==> src/rtl/sap_control_sequencer.sv <==
// SAP-1 microcoded control sequencer: walks fetch/execute T-states per tick and decodes the control word.
// Optional build macro SAP_CTRL_CONDJUMP_EN enables JC/JZ; without it those opcodes decode as NOP.
module sap_control_sequencer #(
  parameter int EARLY_END = 0
) (
  input  logic        clk,
  input  logic        rst_n,
  input  logic        tick,
  input  logic [3:0]  opcode,
  input  logic        alu_c,
  input  logic        alu_z,
  output logic [15:0] ctrl,
  output logic [2:0]  step,
  output logic        halted,
  output logic        flag_c,
  output logic        flag_z
);

  localparam logic [15:0] C_HLT = 16'h0001;
  localparam logic [15:0] C_MI  = 16'h0002;
  localparam logic [15:0] C_RI  = 16'h0004;
  localparam logic [15:0] C_RO  = 16'h0008;
  localparam logic [15:0] C_IO  = 16'h0010;
  localparam logic [15:0] C_II  = 16'h0020;
  localparam logic [15:0] C_AI  = 16'h0040;
  localparam logic [15:0] C_AO  = 16'h0080;
  localparam logic [15:0] C_EO  = 16'h0100;
  localparam logic [15:0] C_SU  = 16'h0200;
  localparam logic [15:0] C_BI  = 16'h0400;
  localparam logic [15:0] C_OI  = 16'h0800;
  localparam logic [15:0] C_CE  = 16'h1000;
  localparam logic [15:0] C_CO  = 16'h2000;
  localparam logic [15:0] C_J   = 16'h4000;
  localparam logic [15:0] C_FI  = 16'h8000;

  localparam logic [3:0] OP_LDA = 4'b0001;
  localparam logic [3:0] OP_ADD = 4'b0010;
  localparam logic [3:0] OP_SUB = 4'b0011;
  localparam logic [3:0] OP_STA = 4'b0100;
  localparam logic [3:0] OP_LDI = 4'b0101;
  localparam logic [3:0] OP_JMP = 4'b0110;
  localparam logic [3:0] OP_JC  = 4'b0111;
  localparam logic [3:0] OP_JZ  = 4'b1000;
  localparam logic [3:0] OP_OUT = 4'b1110;
  localparam logic [3:0] OP_HLT = 4'b1111;

  typedef enum logic [2:0] {
    T0 = 3'd0,
    T1 = 3'd1,
    T2 = 3'd2,
    T3 = 3'd3,
    T4 = 3'd4
  } tstate_e;

  tstate_e     step_q, step_d;
  logic        halted_q, halted_d;
  logic        flag_c_q, flag_c_d;
  logic        flag_z_q, flag_z_d;
  logic [15:0] micro;
  tstate_e     last_t;

  // Raw microcode for the current step, ignoring the halted freeze.
  always_comb begin
    micro = '0;
    case (step_q)
      T0: micro = C_CO | C_MI;
      T1: micro = C_RO | C_II | C_CE;
      T2: begin
        case (opcode)
          OP_LDA, OP_ADD, OP_SUB, OP_STA: micro = C_IO | C_MI;
          OP_LDI: micro = C_IO | C_AI;
          OP_JMP: micro = C_IO | C_J;
`ifdef SAP_CTRL_CONDJUMP_EN
          OP_JC:  micro = flag_c_q ? (C_IO | C_J) : 16'h0000;
          OP_JZ:  micro = flag_z_q ? (C_IO | C_J) : 16'h0000;
`endif
          OP_OUT: micro = C_AO | C_OI;
          OP_HLT: micro = C_HLT;
          default: micro = '0;
        endcase
      end
      T3: begin
        case (opcode)
          OP_LDA: micro = C_RO | C_AI;
          OP_ADD, OP_SUB: micro = C_RO | C_BI;
          OP_STA: micro = C_AO | C_RI;
          default: micro = '0;
        endcase
      end
      T4: begin
        case (opcode)
          OP_ADD: micro = C_EO | C_AI | C_FI;
          OP_SUB: micro = C_EO | C_AI | C_SU | C_FI;
          default: micro = '0;
        endcase
      end
      default: micro = '0;
    endcase
  end

  // Last non-empty microstep of each instruction, used only for early return to T0.
  always_comb begin
    last_t = T1;
    case (opcode)
      OP_LDA, OP_STA: last_t = T3;
      OP_ADD, OP_SUB: last_t = T4;
      OP_LDI, OP_JMP, OP_OUT, OP_HLT: last_t = T2;
`ifdef SAP_CTRL_CONDJUMP_EN
      OP_JC, OP_JZ: last_t = T2;
`endif
      default: last_t = T1;
    endcase
  end

  always_comb begin
    step_d   = step_q;
    halted_d = halted_q;
    flag_c_d = flag_c_q;
    flag_z_d = flag_z_q;
    if (tick && !halted_q) begin
      if ((micro & C_HLT) != 16'h0000) begin
        halted_d = 1'b1;
      end else if (step_q == T4 || (EARLY_END != 0 && step_q == last_t)) begin
        step_d = T0;
      end else begin
        step_d = tstate_e'(step_q + 3'd1);
      end
      if ((micro & C_FI) != 16'h0000) begin
        flag_c_d = alu_c;
        flag_z_d = alu_z;
      end
    end
  end

  always_ff @(posedge clk) begin
    if (!rst_n) begin
      step_q   <= T0;
      halted_q <= 1'b0;
      flag_c_q <= 1'b0;
      flag_z_q <= 1'b0;
    end else begin
      step_q   <= step_d;
      halted_q <= halted_d;
      flag_c_q <= flag_c_d;
      flag_z_q <= flag_z_d;
    end
  end

  assign ctrl   = halted_q ? C_HLT : micro;
  assign step   = step_q;
  assign halted = halted_q;
  assign flag_c = flag_c_q;
  assign flag_z = flag_z_q;

endmodule

==> config.mk <==
export PLATFORM = sky130hd
export DESIGN_NAME = sap_control_sequencer
export DESIGN_NICKNAME = d
export VERILOG_FILES = /design/src/rtl/sap_control_sequencer.sv
export SDC_FILE = /design/constraint.sdc
export NUM_CORES = 1
export LEC_CHECK = 0
export ABC_AREA = 1
export BUFFER_PORTS_ARGS = -buffer_cell sky130_fd_sc_hd__buf_2
export CAP_MARGIN = 20
export CELL_PAD_IN_SITES_DETAIL_PLACEMENT = 1
export CELL_PAD_IN_SITES_GLOBAL_PLACEMENT = 1
export CORE_MARGIN = 2
export CORE_UTILIZATION = 28
export DETAILED_ROUTE_END_ITERATION = 16
export PLACE_DENSITY = 0.79
export SYNTH_ARGS = -nofsm -noshare
export SYNTH_HDL_FRONTEND = slang
export SYNTH_SLANG_ARGS = --single-unit
==> constraint.sdc <==
create_clock -name clk -period 1.25 [get_ports clk]
set_input_delay 0 -clock clk [delete_from_list [all_inputs] [get_ports clk]]
set_output_delay 0 -clock clk [all_outputs]
set_load 0.01 [all_outputs]
**After elaboration in Yosys (flattened, before gate mapping)**

Memories as Yosys holds them, arrays and structs flattened.
Cells that the tools add are included.

- Add/subtract/negate cells: 1
- Eq/ne operators: 8
- Mux-type cells: 5
- Bitwise gates (word level): 1
- Reductions and logical operators: 7

Operator list:

| operator | number |
|---|---|
| $pmux W16 S5 | 1 |
| $pmux W11 S3 | 1 |
| $pmux W16 S2 | 1 |
| $mux W16 | 1 |
| $eq A4 B2 Y1 const B | 2 |
| $eq A3 B2 Y1 const B | 2 |
| $reduce_and A2 Y1 | 3 |
| $eq A4 B1 Y1 const B | 1 |
| $eq A4 B3 Y1 const B | 1 |
| $add A3 B1 Y3 const B | 1 |
| $eq A3 B1 Y1 const B | 1 |
| $eq A3 B3 Y1 const B | 1 |
| $logic_not A3 Y1 | 1 |
| $mux W3 | 1 |
| $reduce_or A2 Y1 | 1 |
| $logic_and A1 B1 Y1 | 1 |
| $logic_not A1 Y1 | 1 |
| $not A1 Y1 | 1 |

- Register bits after elaboration: 6
- Bits in read-only memories: 112
- Input bits: 9
- Output and inout port bits: 22
- Logic and storage cells: 27
- Memories: 1

Memories:

| memory | words | bits a word | read ports | clocked after Yosys merged registers in | wr ports | RTL line | RTL |
|---|---|---|---|---|---|---|---|
| (name not given) | 16 | 7 | 1 | 0 | 0 | 69 | `case (opcode)` |

**Depth between registers and ports, before layout**

- Word-level depth: 6
- Mapped depth: 9
- Gate-level depth less buffers: 9

**Least setup slack after synthesis**

OpenSTA, ideal clock, no wires.

- Path kind: register to output
- Start: reg step_q[0] (netlist: step[0])
- End: out ctrl[15]
- Arrival: 1.246 ns
- Required time: 1.250 ns
- Slack: 0.004 ns
- Cell stages (with the launch flop): 8
- Path buffers: 1
- Cell sequence: dfxtp_1 > inv_1 > ha_1 > nand2_1 > inv_1 > nand3_4 > nor2_1 > buf_4

- Longest elaborated chain between the ends: 3
- Elaborated cells between the ends (all ways): 7
- Classes of those cells: eq/ne: 4; mux: 2; reduce/logical: 1

Ends and longest elaborated chain:

| item | RTL line | RTL |
|---|---|---|
| from (decl) | 55 | `tstate_e step_q, step_d;` |
| from (signal assigned) | 142 | `step_q <= step_d;` |
| $eq A3 B3 Y1 (tied with other cells) | 65 | `case (step_q)` |
| $pmux W16 S5 (*) | 65 |  |
| $mux W16 (*) | 149 | `assign ctrl = halted_q ? C_HLT : micro;` |
| to (decl) | 12 | `output logic [15:0] ctrl,` |

Every way passes the cells marked *; elsewhere a longest branch is shown, timed or not.

**Final worst setup path**

- Start: reg step_q[1] (netlist: step[1])
- End: out ctrl[7]

The elaborated chain is that of the path after synthesis.

==> flow_metrics.tcl <==
set metrics [dict create \
    dp.cells 157 \
    cp-end-kind "output pin" \
    syn_area_per_cell_um2 6.17 \
    crit_type "reg2out" \
    start_kind "flop" \
    p_comb_frac 0.408 \
    insertedDiodeCount 0 \
    synth_seq_cells 6 \
    clkTransAtPathRegs_ps 50 \
    initial_core_util 0.305 \
    antenna_found_initial 0 \
    finalNetCount 155 \
    final_common_cell "buf_2" \
    htreeDepth 1 \
    power.net_switching_mw 0.244 \
    use_met3 0.0208 \
    totalWireLength_mm 2.14 \
    leakagePower_nw 0.548 \
    peakVddDrop_mv 0.481 \
    p_int_mw 0.426 \
    status "finished with violations" \
    ant_nets 0 \
    cts_buffer_depth 2 \
    synth_sequential_area_ratio 0.197 \
    syn_inst 99 \
    whs_path_depth 3 \
    top_usage_layer "met2" \
    cp_max_fo 4 \
    via_per_inst 4.68 \
    r2r-end "flag_c$_SDFFE_PN0P_" \
    ios 31 \
    utilization 0.511 \
    area_growth_pct 67.6 \
    syn-cell-area_um2 611 \
    post_synth_num_cell_types 22 \
    coreArea_um2 2000 \
    crit_start "step[1]$_SDFFE_PN0P_" \
    seqPwrFrac 0.328 \
    relSlewSlack 0.865 \
    synth_top_area_frac 0.197 \
    most-common-layout-cells "buf_2, nor2_1, nand2_1, inv_1, buf_4" \
    holdCritPathClass "in2reg" \
    tightest_slew_ps 200 \
    cap_violations 0 \
    die_x_um 50.7 \
    grt.overflow.total 0 \
    drc 0 \
    grt_max_degree 15 \
    swShare 0.364 \
    worstSkewPairLatency_ps 240 \
    ctsRootBufferMaster "clkbuf_4" \
    synth_area_leaders "dfxtp_1, nor2_1, nand2_1, ha_1, inv_1" \
    power_per_cell_area_nw_per_um2 655 \
    die_area_um2 2570 \
    cts_tree "done" \
    gp_congestion 0.813 \
    worstPathArrival_ps 1390 \
    reg2reg_slack_ps -60 \
    rows 16 \
    drive_gt1_frac 0.525 \
    cts-hold-fix-buffers 0 \
    endpoint "ctrl[7]" \
    grtUsageTotal 0.175 \
    violations "negative setup slack" \
    cp.required_ps 1250 \
    use_met2 0.333 \
    r2r-start "step[0]$_SDFFE_PN0P_" \
    port-buffer-count 30 \
    rsz0062_at_grt "yes" \
    firstDrtPassIters 4 \
    numClockSinks 6 \
    pre_cts_ws_ps -67.6 \
    setup_viol 13 \
    skew_ps 3.83 \
    dpl_cell_area_um2 806 \
    grt_pass1_wl_mm 3.40 \
    dr_total_vias 777 \
    synth_top_area_cell "dfxtp_1" \
    fin_area_um2 1020 \
    post-route-min-period_ps 1390 \
    first_iter_violations 6 \
    slew_viol_final 0 \
    power_frac_clock 0.264 \
    syn_nets 113 \
    min_period_over_period 1.11 \
    finalHoldViolCount 0 \
    setup_tns_ps -727 \
    max_freq_ghz 0.718 \
    final_cells 166 \
    reg2reg_depth 10 \
    setup_slack_ps -142 \
    dp_hpwl_mm 1.50 \
    cts_inserted_buffers 3 \
    met1_usage 0.187 \
    ys_warn_count 0 \
    wl_per_cell_um 12.9 \
    grt_pass1_vias 776 \
    die_h_um 50.7 \
]
power by group through the flow:
stage          clock network [mW]  registers [mW]  logic [mW]
4_1_cts                     0.193           0.217       0.253
2_1_floorplan                   0           0.217       0.115
3_3_place_gp                    0           0.211       0.204
6_report                    0.177           0.220       0.273
3_5_place_dp                    0           0.212       0.209
5_1_grt                     0.192           0.221       0.302
worst min path at each step:
stage          startpoint              endpoint  slack, ps
2_1_floorplan   opcode[3]              ctrl[14]         50
3_3_place_gp         tick   halted$_SDFFE_PN0P_        270
3_5_place_dp         tick   halted$_SDFFE_PN0P_        290
4_1_cts             rst_n  step[0]$_SDFFE_PN0P_         30
5_1_grt             rst_n   flag_z$_SDFFE_PN0P_         60
6_report             tick   halted$_SDFFE_PN0P_         30
synthesized netlist by cell type, drive strengths merged:
cell,n
clkbuf,1
nor3,4
nand3,11
buf,2
a21o,1
a21oi,2
nor4,1
and3,1
dfxtp,6
inv,16
nor2,26
ha,5
o21ai,2
nand4,1
and2,1
nand2,19
routing by layer:
layer | up-vias | share of wire
met2 | 30 | 0.52
met3 | 6 | 0.059
li1 | 387 | -
met4 | 0 | 0.022
met5 | - | 0
met1 | 354 | 0.40
metrics by stage:
step / power [mW] / hold WS [ps]
after floorplan: 0.332 / 52.9
after global placement: 0.414 / 270
after detailed placement: 0.421 / 288
after CTS: 0.663 / 28.0
after global routing: 0.715 / 63.3
final: 0.670 / 32.9
sequential cells by signal, summed over array words and instances (netlist names):
| signal | flops |
|---|---|
| step | 3 |
| flag_c | 1 |
| flag_z | 1 |
| halted | 1 |
what timing repair did:
action | 4_1_cts | 5_1_grt
gates resized for setup | 30 | 12
pin swaps | 7 | 11
endpoints found under the setup margin | 16 | 21
setup buffers | 5 | 1
cell families (layout without fill, tap and decap cells):
| family | after synthesis | count (layout) | share of synthesized area |
|---|---|---|---|
| AOI/OAI and AO/OA | 5 | 5 | 0.0451 |
| and+or+nand+nor | 64 | 64 | 0.527 |
| DFF | 6 | 6 | 0.197 |
| adders and majority gates | 5 | 5 | 0.102 |
| buffers and inverters | 19 | 59 | 0.129 |
worst max-delay path: stages (launching register included):
cell	delay [ps]
dfxtp_4	370
ha_4	170
ha_4	160
and3_4	180
a21o_1	140
buf_2	130
layout make-up:
type	instances	area (um2)
Multi-Input combinational cell	74	528
Timing Repair Buffer	40	235
Inverter	16	72.6
Clock buffer	3	22.5
Sequential cell	6	131
Fill cell	282	978
Tap cell	27	33.8
No activity file was read; power rests on OpenSTA's default activity.
